File: config.mk
export PLATFORM = sky130hd
export DESIGN_NAME = cache_arbiter
export DESIGN_NICKNAME = d
export VERILOG_FILES = /design/src/rtl/cache_arb_pkg.sv /design/src/rtl/cache_arbiter_grant.sv /design/src/rtl/cache_arbiter.sv
export SDC_FILE = /design/constraint.sdc
export NUM_CORES = 1
export LEC_CHECK = 0
export ABC_AREA = 0
export BUFFER_PORTS_ARGS = -buffer_cell sky130_fd_sc_hd__buf_2
export CAP_MARGIN = 40
export CORE_AREA = 2 2 548 550
export DETAILED_ROUTE_END_ITERATION = 8
export DIE_AREA = 0 0 550 552
export HOLD_SLACK_MARGIN = 0.12
export SKIP_CTS_REPAIR_TIMING = 1
export SLEW_MARGIN = 0
export SYNTH_ARGS = -nofsm -noshare
export SYNTH_HDL_FRONTEND = slang
export SYNTH_SLANG_ARGS = --single-unit
File: constraint.sdc
create_clock -name clk -period 3.8 [get_ports clk]
set_input_delay 0 -clock clk [delete_from_list [all_inputs] [get_ports clk]]
set_output_delay 0 -clock clk [all_outputs]
set_load 0.02 [all_outputs]
File: src/rtl/cache_arb_pkg.sv
// Shared types and defaults for the L1-to-L2 cache arbiter.
// Optional round-robin arbitration is enabled with CACHE_ARB_ROUND_ROBIN_EN.
package cache_arb_pkg;

    localparam int LINE_W_DFLT = 256;
    localparam int ADDR_W_DFLT = 32;

    typedef enum logic [2:0] {
        IDLE   = 3'd0,
        I_BUSY = 3'd1,
        D_BUSY = 3'd2,
        I_DONE = 3'd3,
        D_DONE = 3'd4
    } arb_state_t;

    typedef enum logic {
        GRANT_I = 1'b0,
        GRANT_D = 1'b1
    } grant_t;

    function automatic logic is_busy(input arb_state_t s);
        return (s == I_BUSY) || (s == D_BUSY);
    endfunction

endpackage

File: src/rtl/cache_arbiter_grant.sv
// Combinational winner select between I-side and D-side requests.
// CACHE_ARB_ROUND_ROBIN_EN: alternate on conflict; otherwise D-side has fixed priority.
module cache_arbiter_grant
    import cache_arb_pkg::*;
(
    input  logic   i_req_i,
    input  logic   d_req_i,
`ifdef CACHE_ARB_ROUND_ROBIN_EN
    input  grant_t last_grant_i,
`endif
    output logic   valid_o,
    output grant_t grant_o
);

    always_comb begin
        valid_o = i_req_i | d_req_i;
        grant_o = GRANT_D;
        if (i_req_i && d_req_i) begin
`ifdef CACHE_ARB_ROUND_ROBIN_EN
            grant_o = (last_grant_i == GRANT_I) ? GRANT_D : GRANT_I;
`else
            grant_o = GRANT_D;
`endif
        end else if (i_req_i) begin
            grant_o = GRANT_I;
        end
    end

endmodule

File: src/rtl/cache_arbiter.sv
// Two-to-one arbiter from split L1 I/D caches onto the unified L2 port.
// CACHE_ARB_ROUND_ROBIN_EN adds a last-grant register for round-robin conflicts.
module cache_arbiter
    import cache_arb_pkg::*;
#(
    parameter int LINE_W = LINE_W_DFLT,
    parameter int ADDR_W = ADDR_W_DFLT
) (
    input  logic              clk,
    input  logic              rst_n,

    input  logic [ADDR_W-1:0] i_address,
    input  logic              i_read,
    output logic [LINE_W-1:0] i_rdata,
    output logic              i_resp,

    input  logic [ADDR_W-1:0] d_address,
    input  logic              d_read,
    input  logic              d_write,
    input  logic [LINE_W-1:0] d_wdata,
    output logic [LINE_W-1:0] d_rdata,
    output logic              d_resp,

    output logic [ADDR_W-1:0] mem_address,
    output logic              mem_read,
    output logic              mem_write,
    output logic [LINE_W-1:0] mem_wdata,
    input  logic [LINE_W-1:0] mem_rdata,
    input  logic              mem_resp
);

    arb_state_t        state_q, state_d;
    logic [ADDR_W-1:0] addr_q,  addr_d;
    logic              write_q, write_d;
    logic [LINE_W-1:0] wdata_q, wdata_d;
    logic [LINE_W-1:0] line_q,  line_d;

    logic   grant_valid;
    grant_t grant;

`ifdef CACHE_ARB_ROUND_ROBIN_EN
    grant_t last_q, last_d;
`endif

    cache_arbiter_grant u_grant (
        .i_req_i      (i_read),
        .d_req_i      (d_read | d_write),
`ifdef CACHE_ARB_ROUND_ROBIN_EN
        .last_grant_i (last_q),
`endif
        .valid_o      (grant_valid),
        .grant_o      (grant)
    );

    always_ff @(posedge clk or negedge rst_n) begin
        if (!rst_n) begin
            state_q <= IDLE;
            addr_q  <= '0;
            write_q <= 1'b0;
            wdata_q <= '0;
            line_q  <= '0;
        end else begin
            state_q <= state_d;
            addr_q  <= addr_d;
            write_q <= write_d;
            wdata_q <= wdata_d;
            line_q  <= line_d;
        end
    end

`ifdef CACHE_ARB_ROUND_ROBIN_EN
    always_ff @(posedge clk or negedge rst_n) begin
        if (!rst_n) begin
            last_q <= GRANT_I;
        end else begin
            last_q <= last_d;
        end
    end
`endif

    always_comb begin
        state_d = state_q;
        addr_d  = addr_q;
        write_d = write_q;
        wdata_d = wdata_q;
        line_d  = line_q;
`ifdef CACHE_ARB_ROUND_ROBIN_EN
        last_d  = last_q;
`endif
        unique case (state_q)
            IDLE: begin
                if (grant_valid) begin
`ifdef CACHE_ARB_ROUND_ROBIN_EN
                    last_d = grant;
`endif
                    if (grant == GRANT_D) begin
                        state_d = D_BUSY;
                        addr_d  = d_address;
                        // read+write together is illegal; the write wins
                        write_d = d_write;
                        wdata_d = d_wdata;
                    end else begin
                        state_d = I_BUSY;
                        addr_d  = i_address;
                        write_d = 1'b0;
                    end
                end
            end
            I_BUSY: begin
                if (mem_resp) begin
                    line_d  = mem_rdata;
                    state_d = I_DONE;
                end
            end
            D_BUSY: begin
                if (mem_resp) begin
                    line_d  = mem_rdata;
                    state_d = D_DONE;
                end
            end
            I_DONE:  state_d = IDLE;
            D_DONE:  state_d = IDLE;
            default: state_d = IDLE;
        endcase
    end

    assign mem_address = addr_q;
    assign mem_wdata   = wdata_q;
    assign mem_read    = is_busy(state_q) && !write_q;
    assign mem_write   = is_busy(state_q) &&  write_q;
    assign i_resp      = (state_q == I_DONE);
    assign d_resp      = (state_q == D_DONE);
    assign i_rdata     = line_q;
    assign d_rdata     = line_q;

endmodule

==> results.md <==
- Outcome: complete, no violations
- Initial core utilization: roughly 7.6%
- Die Width: about 550 microns
- Sequential share of power: ~28%
- CTS tree: built
- Max Cap Viol: 0
- Vias in the first global route: ~19000
- Synth async-reset ratio: 100.0%
- Final Worst Setup Slack: 0.7179 ns
- Clock Latency Late Sink: just under 0.8 ns
- Pwr Total: 42.48 mW
- Mapped cell area: ~23000 sq um
- Synth area leader: dfrtp_1
- DPL Wire Length: around 190000 microns
- Port Buffer Count: about 1400
- Height of the die: between 500 and 600 microns
- Cells after Synth: 1472
- Crit-path max FO: 62
- Slew Limit Headroom: 52.13%
- Internal power: between 20 and 25 mW
- RSZ-0062 raised after global routing: false
- Post-synth EDFFs: 0
- Root Buffer: clkbuf_16
- H-tree Lvls: 3
- Crit. End Element: register
- Largest net degree at the start of global routing: slightly below 100
- Post-synthesis register bit count: 548
- Clock Power Share: between 10% and 20%
- Layout Utilization: 15.39%
- GP Congestion: between 1 and 1.5
- Switch share: ~52%
- R2R Setup Slk: between 0.7 and 0.8 ns
- P_leak: 20.06 nW
- Synth top area cells: dfrtp_1 (61%), mux2_2 (16%), mux2_1 (10%)
- Crit. Startpoint: state_q[0]
- Pwr Density: 925.4 nW/um^2
- Setup tns final: 0 ns
- Worst hold path type: input pin to register
- Slew @ Worst Pin: 0.7181 ns
- Combinational share of power: a little under three fifths
- Library cells used by synthesis: 26
- Final-stage net count: ~4300
- Remaining global-route overflow: 0
- NetSw: roughly 22 mW
- Via Count: about 23000
- Layout Skew: 0.04522 ns
- Initial antenna violation count: between 100 and 150
- Most common cell in the synthesized netlist: dfrtp_1
- Yosys top cell area share: roughly 60%
- Clock-pin slew on the worst setup and hold paths: 0.06 ns
- Total track usage: between 10% and 20%
- Syn. warnings: 0
- WL per Instance: 29.32 microns
- Pre-CTS WS: about 1.3 ns
- First-pass GRT wire length: approximately 250000 microns
- Row count: about 200
- Avg Cell Area, Syn: about 15 sq um
- Inst Count DP: about 6500
- Final wirelength: roughly 230000 microns
- Final Hold Vio Count: 0
- Register area share after synthesis: approximately 61%
- Syn nets: a little over 2000
- TritonCTS Sinks: ~550
- WHS: roughly 0.093 ns
- Finished Cell Area: 45910 sq um
- Final cell count without fillers: between 7000 and 8000
- Post-DP Area: roughly 33000 sq um
- Tmin final: just over 3 ns
- WS Path Type: register to register
- Startpoint types: register
- Clock Path Buffers: 4
- Predominant post-synthesis flop cell: dfrtp_1
- Fin crit share: 81.11%
- CTS Buf Count: 75
- Min-Delay Startpoint: d_read
- Max VDD drop: ~0.00073 V
- Ports: between 1000 and 1500
- Residual DRC: 0
- Final Setup Violations: 0
- Core box area: roughly 300000 sq um
- Layout cell share with drive strength beyond 1: 49.63%
- Die area: just over 300000 sq um
- Vias per cell: between 2 and 3
- Most common library cells after synthesis: dfrtp_1 (548), mux2_2 (312), buf_4 (280), mux2_1 (200)
- DR pass1 iterations: 4
- Syn-to-layout area delta: 103.0%
- CP arrival: about 3.7 ns
- Worst r2r src: state_q[0]
- DR iter-0 viols: approximately 1400
- Slew Limit Fails: 0
- Req. time, crit path: 4.44 ns
- Max frequency: roughly 0.32 GHz
- ANT nets after route: 0
[metal layers]
metal,wire length (microns),vias to the layer above,track usage (%)
li1,-,9537,-
met5,126,-,0
met2,95320,1618,19.74
met1,87170,11372,15.06
met4,10370,20,5.728
met3,35750,438,9.624
[power groups by stage]
stage / Sequential (mW) / Combinational, mW / Clock (mW)
global placement: 11.4 / 22.7 / 0
CTS: 11.6 / 22.8 / 7.35
finish: 11.7 / 23.7 / 7.13
global route: 12.0 / 25.1 / 7.58
detailed placement: 11.6 / 22.8 / 0
floorplan: 14.3 / 8.56 / 0
[cell type report]
type,instances,area [sq um]
tap,3958,4952
fill,33053,252400
clock buffer,99,2107
clock inverter,28,314.1
sequential,548,13710
multi-input combinational,595,6424
timing repair buffer,2512,18250
antenna,61,152.6
[cell families (layout without fill, tap and decap cells)]
group / count (synthesis) / count (layout) / synth area share (%)
AND/OR/NAND/NOR: 13 / 13 / 0.4593
AO/OA/AOI/OAI: 69 / 69 / 2.285
XOR/XNOR: 1 / 1 / 0.03874
buffers and inverters: 329 / 2639 / 11.07
multiplexers: 512 / 512 / 25.50
other: 0 / 61 / 0
flip-flops: 548 / 548 / 60.65
[critical path: stages, from the launching register on]
cell and delay (ns):
dfrtp_1 0.49, nor3_4 0.23, nor2b_4 0.44, buf_12 0.37, buf_12 0.36, mux2_1 0.38
dlygate4sd3_1 0.57
[state kept, by name, summed over array words and instances, names as in the netlist]
signal       flops
mem_address     32
d_rdata        256
state_q          3
write_q          1
mem_wdata      256
[final timing paths]
path / endpoint / cells after the start
min in group asynchronous: mem_wdata[157] / 3
worst min register to register: mem_wdata[106] / 1
worst max-delay path: mem_wdata[86] / 6
worst max register to register: mem_wdata[86] / 6
worst min-delay path: state_q[0] / 5
max in group asynchronous: d_rdata[22] / 3
[layout by cell type, fill, tap and decap left out, drive strengths merged, types with 2 or more instances in the layout]
cell / instances
buf: 1441
dlygate4sd3: 1071
dfrtp: 548
mux2: 512
clkbuf: 99
diode: 61
a2bb2oi: 32
o22ai: 32
clkinv: 15
clkinvlp: 5
bufinv: 4
inv: 4
nor3b: 3
nor3: 3
nor2b: 2
Note: power is estimated with default switching activity, not from simulation.
